<file path="src/rtl/arith_cmd_pkg.sv">
// Shared types and constants for the arithmetic command engine and its datapath.
package arith_cmd_pkg;

    typedef enum logic [2:0] {
        HDR,
        OPS,
        CALC,
        TX_HI,
        TX_LO
    } state_t;

    typedef enum logic [1:0] {
        MODE_SUM_PROD = 2'd0,
        MODE_DOT      = 2'd1,
        MODE_XOR_MASK = 2'd2,
        MODE_MIX      = 2'd3
    } mode_t;

    localparam logic [3:0] SYNC_NIBBLE_DEFAULT = 4'hA;
    localparam int         NUM_OPS             = 5;

endpackage

</file>
<file path="src/rtl/arith_cmd_if.sv">
// Byte-stream link: command bytes into the engine, result bytes out of it.
interface arith_cmd_if;

    logic       in_valid;
    logic [7:0] in_data;
    logic       in_ready;
    logic       out_valid;
    logic [7:0] out_data;
    logic       out_ready;

    // Link side: issues command bytes and collects result bytes.
    modport master (
        output in_valid, in_data, out_ready,
        input  in_ready, out_valid, out_data
    );

    modport slave (
        input  in_valid, in_data, out_ready,
        output in_ready, out_valid, out_data
    );

endinterface

</file>
<file path="src/rtl/arith_mode_unit.sv">
// Combinational four-mode arithmetic datapath; every result is truncated to 16 bits.
module arith_mode_unit
    import arith_cmd_pkg::*;
(
    input  logic [7:0]  a,
    input  logic [7:0]  b,
    input  logic [7:0]  c,
    input  logic [7:0]  d,
    input  logic [7:0]  e,
    input  mode_t       mode,
    output logic [15:0] result
);

    logic [8:0]  s_ab, s_cd;
    logic [15:0] m1, m2, m3, m4, x_bd;

    // The operand sums keep their carry bit before the multiply.
    assign s_ab = {1'b0, a} + {1'b0, b};
    assign s_cd = {1'b0, c} + {1'b0, d};

    assign m1   = 16'(s_ab) * 16'(s_cd);
    assign m2   = 16'(a) * 16'(c) + 16'(b) * 16'(d);
    assign x_bd = 16'(a ^ b) + 16'(d);
    assign m3   = x_bd * 16'(e & 8'h0F);
    assign m4   = (m1 + m2) ^ (m3 >> 2);

    always_comb begin
        result = m1;
        case (mode)
            MODE_SUM_PROD: result = m1;
            MODE_DOT:      result = m2;
            MODE_XOR_MASK: result = m3;
            MODE_MIX:      result = m4;
            default:       result = m1;
        endcase
    end

endmodule

</file>
<file path="src/rtl/arith_cmd_engine.sv">
// Sequencer: collects a header and five operands, computes once, returns result high byte then low byte.
module arith_cmd_engine
    import arith_cmd_pkg::*;
#(
    parameter logic [3:0] SYNC_NIBBLE = SYNC_NIBBLE_DEFAULT
) (
    input  logic        clk,
    input  logic        rst,
    arith_cmd_if.slave  bus,
    output logic        busy,
    output logic [7:0]  err_count
);

    state_t      state, state_nx;
    mode_t       mode;
    logic [2:0]  cnt;
    logic [7:0]  ops [NUM_OPS];
    logic [15:0] result, calc;
    logic        hdr_ok;
    logic        in_ready_c, out_valid_c;
    logic [7:0]  out_data_c;

    assign hdr_ok = (bus.in_data[7:4] == SYNC_NIBBLE);

    // NOTE: sequential state uses non-blocking assignments so every register samples pre-edge values.
    always_ff @(posedge clk) begin
        if (rst) state <= HDR;
        else     state <= state_nx;
    end

    // NOTE: every output gets a default first so no path through the case infers a latch.
    always_comb begin
        state_nx    = state;
        in_ready_c  = 1'b0;
        out_valid_c = 1'b0;
        out_data_c  = 8'h00;
        case (state)
            HDR: begin
                in_ready_c = 1'b1;
                if (bus.in_valid && hdr_ok) state_nx = OPS;
            end
            OPS: begin
                in_ready_c = 1'b1;
                if (bus.in_valid && cnt == 3'(NUM_OPS - 1)) state_nx = CALC;
            end
            CALC: state_nx = TX_HI;
            TX_HI: begin
                out_valid_c = 1'b1;
                out_data_c  = result[15:8];
                if (bus.out_ready) state_nx = TX_LO;
            end
            TX_LO: begin
                out_valid_c = 1'b1;
                out_data_c  = result[7:0];
                if (bus.out_ready) state_nx = HDR;
            end
            default: state_nx = HDR;
        endcase
    end

    assign bus.in_ready  = in_ready_c;
    assign bus.out_valid = out_valid_c;
    assign bus.out_data  = out_data_c;
    assign busy          = (state != HDR);

    // NOTE: the operand file is cleared on reset so an aborted command leaves nothing stale behind.
    always_ff @(posedge clk) begin
        if (rst) begin
            cnt       <= 3'd0;
            mode      <= MODE_SUM_PROD;
            result    <= 16'h0000;
            err_count <= 8'h00;
            for (int i = 0; i < NUM_OPS; i++) ops[i] <= 8'h00;
        end else begin
            case (state)
                HDR: if (bus.in_valid) begin
                    if (hdr_ok) begin
                        mode <= mode_t'(bus.in_data[1:0]);
                        cnt  <= 3'd0;
                    end else if (err_count != 8'hFF) begin
                        err_count <= err_count + 8'd1;
                    end
                end
                OPS: if (bus.in_valid) begin
                    ops[cnt] <= bus.in_data;
                    cnt      <= cnt + 3'd1;
                end
                CALC:    result <= calc;
                default: ;
            endcase
        end
    end

    arith_mode_unit u_mode_unit (
        .a      (ops[0]),
        .b      (ops[1]),
        .c      (ops[2]),
        .d      (ops[3]),
        .e      (ops[4]),
        .mode   (mode),
        .result (calc)
    );

endmodule

</file>
<file path="src/flat_wrapper.sv">
// flat-port wrapper written by rule: the top's interface ports become plain ports
module arith_cmd_engine_flat import arith_cmd_pkg::*;
#(
    parameter logic [3:0] SYNC_NIBBLE = SYNC_NIBBLE_DEFAULT
)
  (clk, rst, busy, err_count, bus_in_valid, bus_in_data, bus_out_ready, bus_in_ready, bus_out_valid, bus_out_data);
  arith_cmd_if bus_i ();
  input  logic clk;
  input  logic rst;
  output logic busy;
  output logic [7:0] err_count;
  input wire logic [$bits(bus_i.in_valid)-1:0] bus_in_valid;
  input wire logic [$bits(bus_i.in_data)-1:0] bus_in_data;
  input wire logic [$bits(bus_i.out_ready)-1:0] bus_out_ready;
  output wire logic [$bits(bus_i.in_ready)-1:0] bus_in_ready;
  output wire logic [$bits(bus_i.out_valid)-1:0] bus_out_valid;
  output wire logic [$bits(bus_i.out_data)-1:0] bus_out_data;
  assign bus_i.in_valid = bus_in_valid;
  assign bus_i.in_data = bus_in_data;
  assign bus_i.out_ready = bus_out_ready;
  assign bus_in_ready = bus_i.in_ready;
  assign bus_out_valid = bus_i.out_valid;
  assign bus_out_data = bus_i.out_data;
  arith_cmd_engine #(.SYNC_NIBBLE(SYNC_NIBBLE)) u_core (.clk(clk), .rst(rst), .bus(bus_i), .busy(busy), .err_count(err_count));
endmodule
</file>
<file path="config.mk">
export PLATFORM = sky130hd
export DESIGN_NAME = arith_cmd_engine_flat
export DESIGN_NICKNAME = d
export VERILOG_FILES = /design/src/rtl/arith_cmd_pkg.sv /design/src/rtl/arith_cmd_if.sv /design/src/rtl/arith_mode_unit.sv /design/src/rtl/arith_cmd_engine.sv /design/src/flat_wrapper.sv
export SDC_FILE = /design/constraint.sdc
export NUM_CORES = 1
export LEC_CHECK = 0
export ABC_AREA = 1
export CAP_MARGIN = 10
export CORE_ASPECT_RATIO = 0.6
export CORE_MARGIN = 1
export CORE_UTILIZATION = 30
export CTS_CLUSTER_DIAMETER = 80
export DETAILED_ROUTE_END_ITERATION = 6
export PLACE_DENSITY_LB_ADDON = 0.3
export SLEW_MARGIN = 5
export SYNTH_ARGS = -nofsm -noshare
export SYNTH_HDL_FRONTEND = slang
export SYNTH_SLANG_ARGS = --single-unit
</file>
<file path="constraint.sdc">
create_clock -name clk -period 10 [get_ports clk]
set_clock_uncertainty 0.05 [all_clocks]
set_input_delay 2 -clock clk [delete_from_list [all_inputs] [get_ports clk]]
set_output_delay 2 -clock clk [all_outputs]
set_load 0.05 [all_outputs]
</file>
; ---- Word-level counts from Yosys, hierarchy flattened
; Memories as Yosys holds them, arrays and structs flattened.
; Index checks and enable logic that the tools add are counted.
[word_totals]
mem_bits_rw = 40
mem_count = 1
input_bits = 12
out_inout_bits = 19
regBits = 32
wordCells = 72
[mem_list]
columns = name, depth, word_bits, rd, rd_clocked_by_memory_dff, wr, line_no
row1 = u_core.ops, 5, 8, 5, 0, 5, arith_cmd_engine.sv:17  ; logic [7:0] ops [NUM_OPS];
[classes]
multipliers = 4
muxes = 22
n_eq_ne = 17
n_addsub = 7
reduce_logical = 13
bitwise_logic = 3
[ops]
columns = cell, n
row1 = one-hot mux 16 bit (4 select lines), 1
row2 = adder 16 bit, 2
row3 = multiplier 8 x 8 -> 16 bit, 2
row4 = adder 8 x 8 -> 9 bit, 3
row5 = two-way mux 3 bit, 8
row6 = multiplier 9 x 9 -> 16 bit, 1
row7 = one-hot mux 8 bit (2 select lines), 1
row8 = XOR 16 x 11 -> 16 bit, 1
row9 = one-hot mux 3 bit (5 select lines), 1
row10 = multiplier 9 x 4 -> 13 bit, 1
row11 = AND reduction 4 bit, 3
row12 = two-way mux 1 bit, 9
row13 = "adder 8 x 1 -> 8 bit, second input constant", 1
row14 = two-way mux 8 bit, 1
row15 = "inequality test 2 bit, second input constant", 4
row16 = "inequality test 8 bit, second input constant", 1
row17 = OR reduction 8 bit, 1
row18 = XOR 8 bit, 1
row19 = "== test 3 x 2 -> 1 bit, second input constant", 2
row20 = "== test 3 bit, second input constant", 2
row21 = "inequality test 2 x 1 -> 1 bit, second input constant", 3
row22 = one-hot mux 3 bit (2 select lines), 1
row23 = "== test 2 bit, second input constant", 2
row24 = "== test 4 bit, second input constant", 1
row25 = 11 further kinds, 13

; ---- Logic depth before layout (Yosys ltp)
[logic_depth]
ltp_word = 6
ltp_mapped = 38

; ---- Cells and area by module
; From an unflattened synthesis, not the netlist that was laid out.
[hier_totals]
hier_cells = 1769
area_unflattened_um2 = 13142.6
[by_module_without_submodules]
columns = mod, cells_per_inst, n_inst, area_per_inst_um2
row1 = arith_mode_unit, 1446, 1, 10112.2
row2 = arith_cmd_engine, 323, 1, 3030.4

; ---- Worst setup path after synthesis
; Ideal clock, no wire load.
[synth_timing]
kind = flip-flop to flip-flop
startpoint = memory u_core.ops[2][1]
endpoint = register u_core.result[15]
period_less_slack_ns = 6.295
required_ns = 9.883
slack_ns = 3.705
path_buffers = 1
stages_incl_launch_ff = 35
arrival_time_ns = 6.178
path_cell_list = edfxtp_1 -> clkbuf_1 -> nand2_1 -> fa_1 -> inv_1 -> ha_1 -> inv_1 -> fa_1 -> inv_1 -> fa_1 -> inv_1 -> fa_1 -> inv_1 -> fa_1 -> ha_1 -> a21o_1 -> a31oi_1 -> inv_1 -> a21oi_1 -> o21ai_0 -> xor2_1 -> inv_1 -> ha_1 -> inv_1 -> o21ai_0 -> a21oi_1 -> o21ai_2 -> nand2_1 -> o21ai_0 -> inv_1 -> nand3_1 -> nand3_1 -> nand2_1 -> nand2_1 -> a21oi_2
[synth_lines]
columns = element, line_no
row1 = start: declaration, arith_cmd_engine.sv:17
row2 = end signal: assignment, arith_cmd_engine.sv:88  ; CALC: result <= calc;
row3 = end: declaration, arith_cmd_engine.sv:18  ; logic [15:0] result, calc;

==> metrics.txt <==
# TYPE chip_impl_metric gauge
chip_impl_info{name="result_of_the_run",value="finished, final reports clean"} 1
chip_impl_metric{name="clock_tree_buf_depth",unit=""} 2
chip_impl_metric{name="syn-cell-area",unit="um^2"} 12770
chip_impl_metric{name="gp_routability_congestion",unit=""} 0.9550
chip_impl_info{name="hold_class",value="reg -> reg"} 1
chip_impl_metric{name="max_slew.worst_pin.slew",unit="ns"} 0.9313
chip_impl_metric{name="synthesis.instances",unit=""} 1715
chip_impl_metric{name="die_width",unit="um"} 268.4
chip_impl_metric{name="final-max-slew-violation-count",unit=""} 0
chip_impl_metric{name="cts.repair_timing.setup_buffer_count",unit=""} 0
chip_impl_metric{name="boundaryPins",unit=""} 31
chip_impl_info{name="dominantRegCellSynth",value="sky130_fd_sc_hd__edfxtp_1"} 1
chip_impl_info{name="cts_tree",value="yes"} 1
chip_impl_info{name="cp-end-kind",value="flop"} 1
chip_impl_metric{name="drc_errors",unit=""} 0
chip_impl_metric{name="cts.sink_count",unit=""} 68
chip_impl_metric{name="post_detailed_placement_cell_area",unit="um^2"} 13620
chip_impl_metric{name="postRouteAntennaNets",unit=""} 0
chip_impl_metric{name="route.met2.wl",unit="mm"} 13.67
chip_impl_metric{name="grt_max_degree",unit=""} 22
chip_impl_metric{name="initialDrtViolationCount",unit=""} 1016
chip_impl_metric{name="final_layout_size_suffix_gt1_frac",unit=""} 0.02678
chip_impl_metric{name="nNetsFinal",unit=""} 2041
chip_impl_metric{name="antenna_found_initial",unit=""} 1
chip_impl_info{name="crit_path_frequent_cell",value="sky130_fd_sc_hd__inv_1"} 1
chip_impl_metric{name="timing.max_slew.rel_slack",unit=""} 0.3772
chip_impl_metric{name="async_flop_share",unit=""} 0
chip_impl_metric{name="clk_pin_slew",unit="ns"} 0.06
chip_impl_metric{name="irDropWorstVdd",unit="mV"} 0.4528
chip_impl_metric{name="die_h",unit="um"} 161.8
chip_impl_metric{name="timing.critical_path.required",unit="ns"} 10.14
chip_impl_metric{name="floorplan.rows",unit=""} 58
chip_impl_metric{name="yosys_register_bits",unit=""} 68
chip_impl_info{name="cts_root_buffer",value="sky130_fd_sc_hd__clkbuf_16"} 1
chip_impl_metric{name="tritoncts.num_buffers",unit=""} 9
chip_impl_metric{name="globalRouteTotalUtil",unit=""} 0.1744
chip_impl_metric{name="cts_resized",unit=""} 0
chip_impl_metric{name="holdWs",unit="ns"} 0.4144
chip_impl_metric{name="detail_route.wirelength.met1",unit="mm"} 20.35
chip_impl_metric{name="finalCriticalPeriod",unit="ns"} 7.748
chip_impl_metric{name="synth-warning-count",unit=""} 0
chip_impl_metric{name="timing.final.hold_violations",unit=""} 0
chip_impl_metric{name="port_buffers",unit=""} 30
chip_impl_metric{name="synth_nets",unit=""} 2043
chip_impl_info{name="route.top_layer_used",value="met4"} 1
chip_impl_info{name="criticalPathCategory",value="reg -> reg"} 1
chip_impl_metric{name="post_synth_edffs",unit=""} 36
chip_impl_metric{name="global_route.overflow_total",unit=""} 0
chip_impl_metric{name="setup-violations-final",unit=""} 0
chip_impl_metric{name="met3RoutedLength",unit="mm"} 2.653
chip_impl_metric{name="path_max_fanout",unit=""} 11
chip_impl_info{name="rsz0062_at_grt",value="false"} 1
chip_impl_metric{name="final_area",unit="um^2"} 13910
chip_impl_metric{name="via_per_inst",unit=""} 4.717
chip_impl_metric{name="cts.hold.buffers_added",unit=""} 0
chip_impl_metric{name="synth-seq-area-share",unit=""} 0.1348
chip_impl_metric{name="placeableCoreArea",unit="um^2"} 41950
chip_impl_metric{name="syn-mean-instance-area",unit="um^2"} 7.448
chip_impl_metric{name="detail_route.first_pass.iterations",unit=""} 6
chip_impl_metric{name="final_total_negative_setup_slack",unit="ns"} 0
chip_impl_metric{name="post-route-period-util",unit=""} 0.7748
chip_impl_metric{name="data_arrival_time_of_the_worst_path",unit="ns"} 7.89
chip_impl_metric{name="power_density",unit="nW/um^2"} 344.2
chip_impl_metric{name="cpPeakStageDelay",unit="ns"} 0.76
chip_impl_metric{name="drv_cap",unit=""} 0
chip_impl_info{name="cp-start-kind",value="flop"} 1
chip_impl_metric{name="cts_max_level",unit=""} 3
chip_impl_info{name="top_delay_family_on_crit_path",value="adder cells"} 1
chip_impl_metric{name="layout-area-overhead-vs-synth",unit="%"} 8.904
chip_impl_metric{name="start_util",unit=""} 0.3045
chip_impl_metric{name="die-area",unit="um^2"} 43430
chip_impl_metric{name="max_freq",unit="MHz"} 129.1
chip_impl_metric{name="netlist-cell-type-count",unit=""} 44
chip_impl_metric{name="wirelength",unit="mm"} 37.00
chip_impl_metric{name="grt_pass1_wl",unit="mm"} 58.35
chip_impl_metric{name="worst-path-buf-inv",unit=""} 6
chip_impl_info{name="critical_path.slowest_cell",value="sky130_fd_sc_hd__edfxtp_1"} 1
chip_impl_metric{name="wl_per_cell",unit="um"} 16.17
chip_impl_metric{name="power.static_leakage",unit="nW"} 7.724
chip_impl_metric{name="insertion_delay",unit="ns"} 0.35
chip_impl_metric{name="num_antenna_cells",unit=""} 0
chip_impl_metric{name="place.detailed.hpwl",unit="mm"} 31.75
chip_impl_metric{name="via_count_of_the_first_global_routing_pass",unit=""} 10220
chip_impl_metric{name="via_count",unit=""} 10790
[worst reg2reg max path, delay by kind of cell, from the launching register on]
kind	cells	cell delay [ns]
fa+ha+maj	7	3.15
xor+xnor	2	0.69
buf+inv	6	0.83
simple gates	12	1.22
flops	1	0.76
compound gates	6	0.90
[path summary, 6_finish.rpt]
check        depth (start not counted)         startpoint  slack (ns)           endpoint
max reg2reg                         33   u_core.ops[3][1]        2.25  u_core.result[15]
min reg2reg                          2  u_core.result[10]        0.41  u_core.result[10]
max                                 33   u_core.ops[3][1]        2.25  u_core.result[15]
min                                  2  u_core.result[10]        0.41  u_core.result[10]
[power by group]
group | internal [mW] | total (mW) | switching, mW
Sequential | 0.337 | 0.389 | 0.0527
Clock | 0.193 | 0.325 | 0.132
Combinational | 1.46 | 4.07 | 2.62
[synth_stat cells, types with 2 or more instances]
master	number	share of area
sky130_fd_sc_hd__inv_1	440	0.13
sky130_fd_sc_hd__nand2_1	380	0.11
sky130_fd_sc_hd__fa_1	163	0.26
sky130_fd_sc_hd__ha_1	153	0.15
sky130_fd_sc_hd__nor2_1	130	0.038
sky130_fd_sc_hd__a21oi_1	97	0.038
sky130_fd_sc_hd__clkbuf_1	41	0.012
sky130_fd_sc_hd__o21ai_0	41	0.016
sky130_fd_sc_hd__nand3_1	40	0.016
sky130_fd_sc_hd__edfxtp_1	36	0.085
sky130_fd_sc_hd__xor2_1	34	0.023
sky130_fd_sc_hd__dfxtp_1	32	0.050
sky130_fd_sc_hd__xnor2_1	22	0.015
sky130_fd_sc_hd__nand2_2	9	0.0044
sky130_fd_sc_hd__nor3_1	9	0.0035
sky130_fd_sc_hd__o21bai_1	9	0.0053
sky130_fd_sc_hd__a22o_1	8	0.0055
sky130_fd_sc_hd__or2_2	7	0.0034
sky130_fd_sc_hd__a21o_1	5	0.0029
sky130_fd_sc_hd__a31oi_1	5	0.0024
sky130_fd_sc_hd__nand4_1	5	0.0024
sky130_fd_sc_hd__o2111ai_1	5	0.0034
sky130_fd_sc_hd__or2_1	5	0.0024
sky130_fd_sc_hd__a211oi_1	3	0.0018
sky130_fd_sc_hd__nand3_2	3	0.0024
sky130_fd_sc_hd__nand3b_1	3	0.0018
sky130_fd_sc_hd__nor3_2	3	0.0024
sky130_fd_sc_hd__nor4_1	3	0.0015
sky130_fd_sc_hd__o211ai_1	3	0.0018
sky130_fd_sc_hd__and2_1	2	0.00098
sky130_fd_sc_hd__buf_2	2	0.00078
sky130_fd_sc_hd__nand2_4	2	0.0018
sky130_fd_sc_hd__o21ai_1	2	0.00078
sky130_fd_sc_hd__o221ai_1	2	0.0014
sky130_fd_sc_hd__o31ai_1	2	0.0012
[routing by layer]
layer | vias to the layer above | global-route usage
met3 | 22 | 0.02638
met2 | 355 | 0.2206
met5 | - | 0
met4 | 0 | 0.02841
met1 | 5242 | 0.2981
li1 | 5174 | -
[registers in the layout, indices dropped and copies added (netlist names)]
name              count
u_core.cnt            3
u_core.err_count      8
u_core.mode           2
u_core.ops           36
u_core.result        16
u_core.state          3
[stage by stage]
stage / setup WS (ns) / utilization / power (mW) / std cells
2_1_floorplan: 3.705 / - / 3.332 / 1715
3_3_place_gp: 2.376 / 0.3247 / 4.359 / 2272
4_1_cts: 2.232 / 0.3316 / 4.737 / 2288
3_5_place_dp: 2.295 / 0.3247 / 4.372 / 2272
6_report: 2.252 / 0.3316 / 4.788 / 2288
5_1_grt: 1.703 / 0.3316 / 5.281 / 2288
[kinds of logic (layout without fill, tap and decap cells)]
kind of cell | after synthesis | in the layout | share of synthesized area
compound gates | 186 | 186 | 0.08375
flops | 68 | 68 | 0.1348
fa+ha+maj | 316 | 316 | 0.4053
simple gates | 603 | 603 | 0.1935
xor+xnor | 56 | 56 | 0.03840
buf+inv | 486 | 489 | 0.1443
[final cells by class]
class / count / area, um^2
well taps: 570 / 713.2
inverters: 440 / 1652
repair buffers: 33 / 322.8
multi-input cells: 1161 / 9209
clock inverters: 6 / 63.81
fillers: 4573 / 28030
clock buffers: 10 / 229.0
flip-flops and latches: 68 / 1722
[cells in the final DEF (no fill, tap or decap), types with 7 or more instances in the layout]
cell	instances
sky130_fd_sc_hd__a21oi_1	97
sky130_fd_sc_hd__fa_1	163
sky130_fd_sc_hd__dfxtp_1	32
sky130_fd_sc_hd__ha_1	153
sky130_fd_sc_hd__edfxtp_1	36
sky130_fd_sc_hd__xnor2_1	22
sky130_fd_sc_hd__o21bai_1	9
sky130_fd_sc_hd__nand2_2	9
sky130_fd_sc_hd__clkbuf_16	9
sky130_fd_sc_hd__xor2_1	34
sky130_fd_sc_hd__a22o_1	8
sky130_fd_sc_hd__or2_2	7
sky130_fd_sc_hd__nand2_1	380
sky130_fd_sc_hd__o21ai_0	41
sky130_fd_sc_hd__nand3_1	40
sky130_fd_sc_hd__inv_1	440
sky130_fd_sc_hd__clkdlybuf4s50_1	30
sky130_fd_sc_hd__nor3_1	9
sky130_fd_sc_hd__nor2_1	130
Note: power is estimated with default switching activity, not from simulation.
